==> src/rtl/uart_com_loader.sv <==
// Boot loader: parses the MAGIC0/MAGIC1/length framing from the RX byte stream,
// packs the payload into masked little-endian SDRAM word writes, then releases the CPU.
module uart_com_loader #(
  parameter logic [24:0] BASE_ADDR      = 25'h0000040,
  parameter logic [7:0]  MAGIC0         = 8'h11,
  parameter logic [7:0]  MAGIC1         = 8'h55,
  parameter int unsigned TIMEOUT_CYCLES = 100_000_000
) (
  input  logic        clk,
  input  logic        reset,
  input  logic        s_axis_rx_tvalid,
  output logic        s_axis_rx_tready,
  input  logic [7:0]  s_axis_rx_tdata,
  output logic        m_axis_sdram_req_tvalid,
  input  logic        m_axis_sdram_req_tready,
  output logic [63:0] m_axis_sdram_req_tdata,
  output logic [15:0] load_len,
  output logic        load_busy,
  output logic        load_done,
  output logic        load_error,
  output logic        cpu_resetn
);

  localparam int TW = $clog2(TIMEOUT_CYCLES + 1);

  typedef enum logic [2:0] {
    WAIT_M0, WAIT_M1, LEN_HI, LEN_LO, DATA, FLUSH, DONE, ERROR
  } state_t;

  state_t        state_q;
  logic [15:0]   len_q;
  logic [15:0]   cnt_q;
  logic [31:0]   word_q, word_d;
  logic [3:0]    mask_q, mask_d;
  logic [24:0]   addr_q;
  logic          req_vld_q;
  logic [TW-1:0] to_q;
  logic          done_q;
  logic          err_q;

  logic       rx_fire, req_fire, last_byte, to_run, to_hit;
  logic [1:0] lane;

  // A pending request blocks the RX side; FLUSH always has one pending.
  assign s_axis_rx_tready = !req_vld_q && (state_q != FLUSH);
  assign rx_fire          = s_axis_rx_tvalid && s_axis_rx_tready;
  assign req_fire         = req_vld_q && m_axis_sdram_req_tready;
  assign lane             = cnt_q[1:0];
  assign last_byte        = (cnt_q == len_q - 16'd1);

  assign to_run = (state_q == WAIT_M1) || (state_q == LEN_HI) ||
                  (state_q == LEN_LO)  || (state_q == DATA);
  // An arriving byte wins over an expiring timeout.
  assign to_hit = to_run && !rx_fire && !req_vld_q &&
                  (to_q == TW'(TIMEOUT_CYCLES - 1));

  always_comb begin
    word_d = word_q;
    mask_d = mask_q;
    word_d[8*lane +: 8] = s_axis_rx_tdata;
    mask_d[lane]        = 1'b1;
  end

  always_ff @(posedge clk) begin
    if (reset) begin
      state_q   <= WAIT_M0;
      len_q     <= '0;
      cnt_q     <= '0;
      word_q    <= '0;
      mask_q    <= '0;
      addr_q    <= '0;
      req_vld_q <= 1'b0;
      to_q      <= '0;
      done_q    <= 1'b0;
      err_q     <= 1'b0;
    end else begin
      if (rx_fire)
        to_q <= '0;
      else if (to_run && !req_vld_q)
        to_q <= to_q + 1'b1;

      if (to_hit) begin
        state_q <= ERROR;
        err_q   <= 1'b1;
        word_q  <= '0;
        mask_q  <= '0;
        to_q    <= '0;
      end else begin
        case (state_q)
          WAIT_M0: if (rx_fire && s_axis_rx_tdata == MAGIC0) state_q <= WAIT_M1;
          WAIT_M1: if (rx_fire) begin
            if (s_axis_rx_tdata == MAGIC1)      state_q <= LEN_HI;
            else if (s_axis_rx_tdata != MAGIC0) state_q <= WAIT_M0;
          end
          LEN_HI: if (rx_fire) begin
            len_q[15:8] <= s_axis_rx_tdata;
            state_q     <= LEN_LO;
          end
          LEN_LO: if (rx_fire) begin
            len_q[7:0] <= s_axis_rx_tdata;
            cnt_q      <= '0;
            if ({len_q[15:8], s_axis_rx_tdata} == 16'd0) begin
              state_q <= DONE;
              done_q  <= 1'b1;
            end else begin
              state_q <= DATA;
            end
          end
          DATA: begin
            if (req_fire) begin
              req_vld_q <= 1'b0;
              word_q    <= '0;
              mask_q    <= '0;
            end else if (rx_fire) begin
              word_q <= word_d;
              mask_q <= mask_d;
              cnt_q  <= cnt_q + 16'd1;
              if (lane == 2'd3 || last_byte) begin
                req_vld_q <= 1'b1;
                addr_q    <= BASE_ADDR + {11'd0, cnt_q[15:2]};
              end
              if (last_byte) state_q <= FLUSH;
            end
          end
          FLUSH: if (req_fire) begin
            req_vld_q <= 1'b0;
            word_q    <= '0;
            mask_q    <= '0;
            state_q   <= DONE;
            done_q    <= 1'b1;
          end
          default: ;
        endcase
      end
    end
  end

  assign m_axis_sdram_req_tvalid = req_vld_q;
  assign m_axis_sdram_req_tdata  = req_vld_q ? {1'b1, mask_q, 2'b00, addr_q, word_q} : 64'd0;
  assign load_len   = len_q;
  assign load_busy  = to_run || (state_q == FLUSH);
  assign load_done  = done_q;
  assign load_error = err_q;
  assign cpu_resetn = done_q;

endmodule

==> config.mk <==
export PLATFORM = sky130hd
export DESIGN_NAME = uart_com_loader
export DESIGN_NICKNAME = d
export VERILOG_FILES = /design/src/rtl/uart_com_loader.sv
export SDC_FILE = /design/constraint.sdc
export NUM_CORES = 1
export LEC_CHECK = 0
export BUFFER_PORTS_ARGS = -buffer_cell sky130_fd_sc_hd__buf_2
export CORE_MARGIN = 5
export CORE_UTILIZATION = 51
export DETAILED_ROUTE_END_ITERATION = 7
export PLACE_DENSITY = 0.76
export SYNTH_ARGS = -nofsm -noshare
export SYNTH_HDL_FRONTEND = slang
export SYNTH_SLANG_ARGS = --single-unit
==> constraint.sdc <==
create_clock -name clk -period 2.4 [get_ports clk]
set_input_delay 0.48 -clock clk [delete_from_list [all_inputs] [get_ports clk]]
set_output_delay 0.48 -clock clk [all_outputs]
set_load 0.01 [all_outputs]
==> run summary <==
Dividing the synthesized area by the synthesized cell count gives a little over 8 µm². In the post-synthesis netlist, the cell with the most instances is nor2_1. The worst stage delay on the critical path came out at between 0.5 and 0.6 ns.

The die area is between 0.01 and 0.015 mm². Routability-driven placement finished with a final weighted congestion of ~0.87. Together, buffers and inverters on the worst path number 1. The area growth from synthesis to layout is 28.4%. Of the cells placed in the final design, the portion with a size suffix greater than 1 is 0.271.

The fraction of synthesis flops using an asynchronous set or reset pin came out at 0. The relative slew slack is 0.570. Sorting the synthesized cells by how often they occur yields nor2_1, dfxtp_1, and2_1. The count of different cell masters after synthesis came out at ~60. The number of fillers in the final layout is ~930.

After detailed routing, the average wire length per cell comes to roughly 17 µm. In the finished design, the share of the clock period the worst path needs comes to 1.09. The first global-routing pass estimated 27100 µm of wire. The worst register-to-register path ends at addr_q[6]. The net count of the finished layout came out at about 870. The power density over the cells is between 500 and 600 mW/mm². The cell taking the most area after synthesis is dfxtp_1. The slowest library cell on the worst path is or4_4.

The combined global-route utilization of all metal layers came out at 0.234. Detailed placement ended at an HPWL of 11900 µm. The worst-case IR drop observed on VDD is around 880 µV. The total wire length is ~17000 µm. The total count of max-transition violations in the final report came out at 0. The initial utilization of the core area, before any placement, comes to 0.524.

The number of antenna diodes in the final layout is 0. The checks that failed: negative setup slack. Clock tree synthesis selected as its root buffer the cell clkbuf_16.

The class of the most critical hold timing path is in2reg. From bottom edge to top edge, the die measures between 100 and 150 µm. The number of routed nets with antenna violations came out at 0. The number of search-and-repair iterations in the first detailed-routing pass is 6. STA classifies the critical path startpoint as a flop. The initial antenna violation count came out at 0. The register clock-pin slew on the reported worst setup and hold paths is around 0.05 ns. At the pin with the least slew margin, the transition time is approximately 0.65 ns.

The fraction of post-synthesis cell area in the top cell type by area came out at 0.387. The core region area is approximately 0.011 mm². At the worst endpoint, the required time is 2.68 ns. The clock reaches the later pin of the worst-skew pair after 0.41 ns. The total overflow reported by the global router is 0. The least setup slack across all paths after layout is -0.207 ns.

The TritonCTS sink count came out at 116. The shortest period the worst path allows came out at approximately 2.6 ns. The startpoint identified for the worst hold timing path is s_axis_rx_tdata[1]. Counting along the longest clock path gives a buffer depth of 2. The number of global-route vias before repair is 5487. Yosys mapped a number of flops with a built-in enable equal to 0.

The gate count of the mapped netlist is slightly above 700. The maximum frequency from static timing analysis is ~380 MHz. The final number of setup-violating endpoints came out at 18.

The number of vias in the routed layout is 5555. The signal on the critical path passes through or4_4 -> or3_4 -> xnor2_2 -> o2111a_1 -> and4_4 -> o21ai_4 -> buf_12 -> mux2i_2 -> nor2_1. The overall die width came out at ~120 µm. Entering global routing, the biggest net connects 44 pins. The post-synthesis cell area came out at approximately 0.0060 mm². The clock arrives with between 0.007 and 0.008 ns of skew. The count of port buffers added during placement is 85. The analysis attributes to cell leakage a power of around 3.3 nW.

The setup slack of the worst register-to-register path is -0.21 ns. The final hold violation count is 0. The boundary pin count is 98. The register area came out at between 0.002 and 0.0025 mm². The fraction of the yosys area taken by sequential cells is 0.387. For hold timing, the worst endpoint is load_len[1].

The placement-stage worst setup slack came out at -0.327 ns. Across the run, the number of max-cap violations was 0. The row count came out at 39.

The flow ran to the end, but the final reports show violations. The clock buffer count from CTS came out at 17. After detailed routing, the number of vias per cell comes to ~5.5. The multi-input logic area is between 0.003 and 0.004 mm². Setup repair after global routing could not meet its margin everywhere.

The flip-flop cell with the highest count after synthesis is dfxtp_1. The arrival time reported for the critical path endpoint came out at roughly 2.9 ns. The hold buffer count at CTS is 0. The number of H-tree branching levels came out at 4.

The critical path's top delay family is simple AND/OR/NAND/NOR gates. The cell depth of the worst hold path came out at 3. The Yosys warning count came out at 0.

Counting tap cells, the placed design contains a total of 968 instances. TritonCTS built the clock tree. The count of placed standard cells in the final layout, fillers left out came out at 1006. The number of DRC markers in iteration 0 came out at between 400 and 500.

The highest net fanout along the worst path is 6. Ranked by total cell area, the synthesized netlist is headed by dfxtp_1, nor2_1, and2_1. The post-synthesis register bit count is 116.

In this run the critical register-to-register path is launched from load_len[3]. The type of the setup path with the least slack is reg2reg. The cell depth of the worst flop-to-flop path is 9. The post-detailed-route DRC marker count is 0.

The worst setup path is captured at a flop.
[per-layer routing]
| layer | wire [µm] | GRT usage |
|---|---|---|
| met1 | 6830 | 0.290 |
| met2 | 8560 | 0.391 |
| met3 | 1110 | 0.0578 |
| met4 | 359 | 0.0900 |
| met5 | 0 | 0 |
[worst max path at each step]
| stage | start | end | slack [ns] | cells past startpoint |
|---|---|---|---|---|
| floorplan | load_len[3] | addr_q[10] | -0.18 | 10 |
| global placement | load_len[6] | addr_q[11] | -0.15 | 10 |
| detailed placement | load_len[6] | addr_q[5] | -0.33 | 10 |
| CTS | load_len[4] | m_axis_sdram_req_tvalid | -0.19 | 10 |
| global route | load_len[3] | addr_q[3] | -0.29 | 9 |
| finish | load_len[3] | addr_q[6] | -0.21 | 9 |
[kinds of logic (layout without fill, tap and decap cells)]
group	Yosys count	after routing	share of synthesized area
AND/OR/NAND/NOR	335	337	0.287
flip-flops	116	116	0.387
AO/OA/AOI/OAI	101	101	0.115
buffers and inverters	79	204	0.0635
XOR/XNOR	60	60	0.0875
multiplexers	22	22	0.0367
adder cells (fa/ha/maj)	11	11	0.0229
other	1	12	0.000624
[power breakdown]
| part | internal, mW | total (mW) | switching, mW | leakage (nW) |
|---|---|---|---|---|
| Sequential | 1.93 | 1.93 | 0.000911 | 0.938 |
| Combinational | 0.0339 | 0.121 | 0.0876 | 2.10 |
| Clock | 1.70 | 2.57 | 0.868 | 0.303 |
[registers in the layout, summed over array words and instances, names as in the netlist]
signal / flops
m_axis_sdram_req_tvalid: 1
load_error: 1
addr_q: 15
cpu_resetn: 1
mask_q: 4
state_q: 3
cnt_q: 16
to_q: 27
load_len: 16
word_q: 32
[worst register-to-register path, stage by stage (launching register included)]
cell	delay [ns]
dfxtp_2	0.34
or4_4	0.56
or3_4	0.39
xnor2_2	0.14
o2111a_1	0.12
and4_4	0.20
o21ai_4	0.26
buf_12	0.17
mux2i_2	0.23
nor2_1	0.07
[timing repair]
item | 4_1_cts | 5_1_grt
cloned | 1 | 2
pin swaps | 11 | 2
setup buffers | 2 | 1
endpoints found under the setup margin | 26 | 50
resized for setup | 18 | 16
endpoints found under the hold margin | 0 | 0
[layout by cell type, fill, tap and decap left out, types with 5 or more instances in the layout]
master	instances
dfxtp_1	108
o21ai_0	11
nor2_1	121
nand2_1	36
a21oi_1	32
mux2i_1	20
and2_1	53
or4_4	5
nand4_1	10
clkbuf_16	18
xnor2_1	25
inv_1	16
nor3_1	15
dfxtp_2	7
and3_1	7
conb_1	12
nand3_1	32
a22oi_1	34
xor2_1	34
ha_1	10
buf_2	85
nor4_1	5
or3_1	8
clkinv_2	6
buf_4	65
[stage by stage]
stage / area, µm² / setup TNS (ns) / utilization / hold WS, ns / power (mW)
after floorplan: 6140 / -1.84 / - / 0.435 / 2.05
after global placement: 6900 / -2.12 / 0.602 / 0.458 / 2.08
after detailed placement: 6900 / -4.92 / 0.602 / 0.465 / 2.08
after CTS: 7620 / -2.46 / 0.665 / 0.383 / 4.64
after global routing: 7710 / -4.60 / 0.672 / 0.404 / 4.75
final: 7710 / -2.77 / 0.672 / 0.390 / 4.62
[layout make-up]
class	instances	area share
inverter	16	0.00779
clock buffer	22	0.0615
timing repair buffer	156	0.131
multi-input combinational	543	0.457
clock inverter	10	0.0167
tap	143	0.0232
sequential	116	0.303
(Power assumes the default switching activity.)
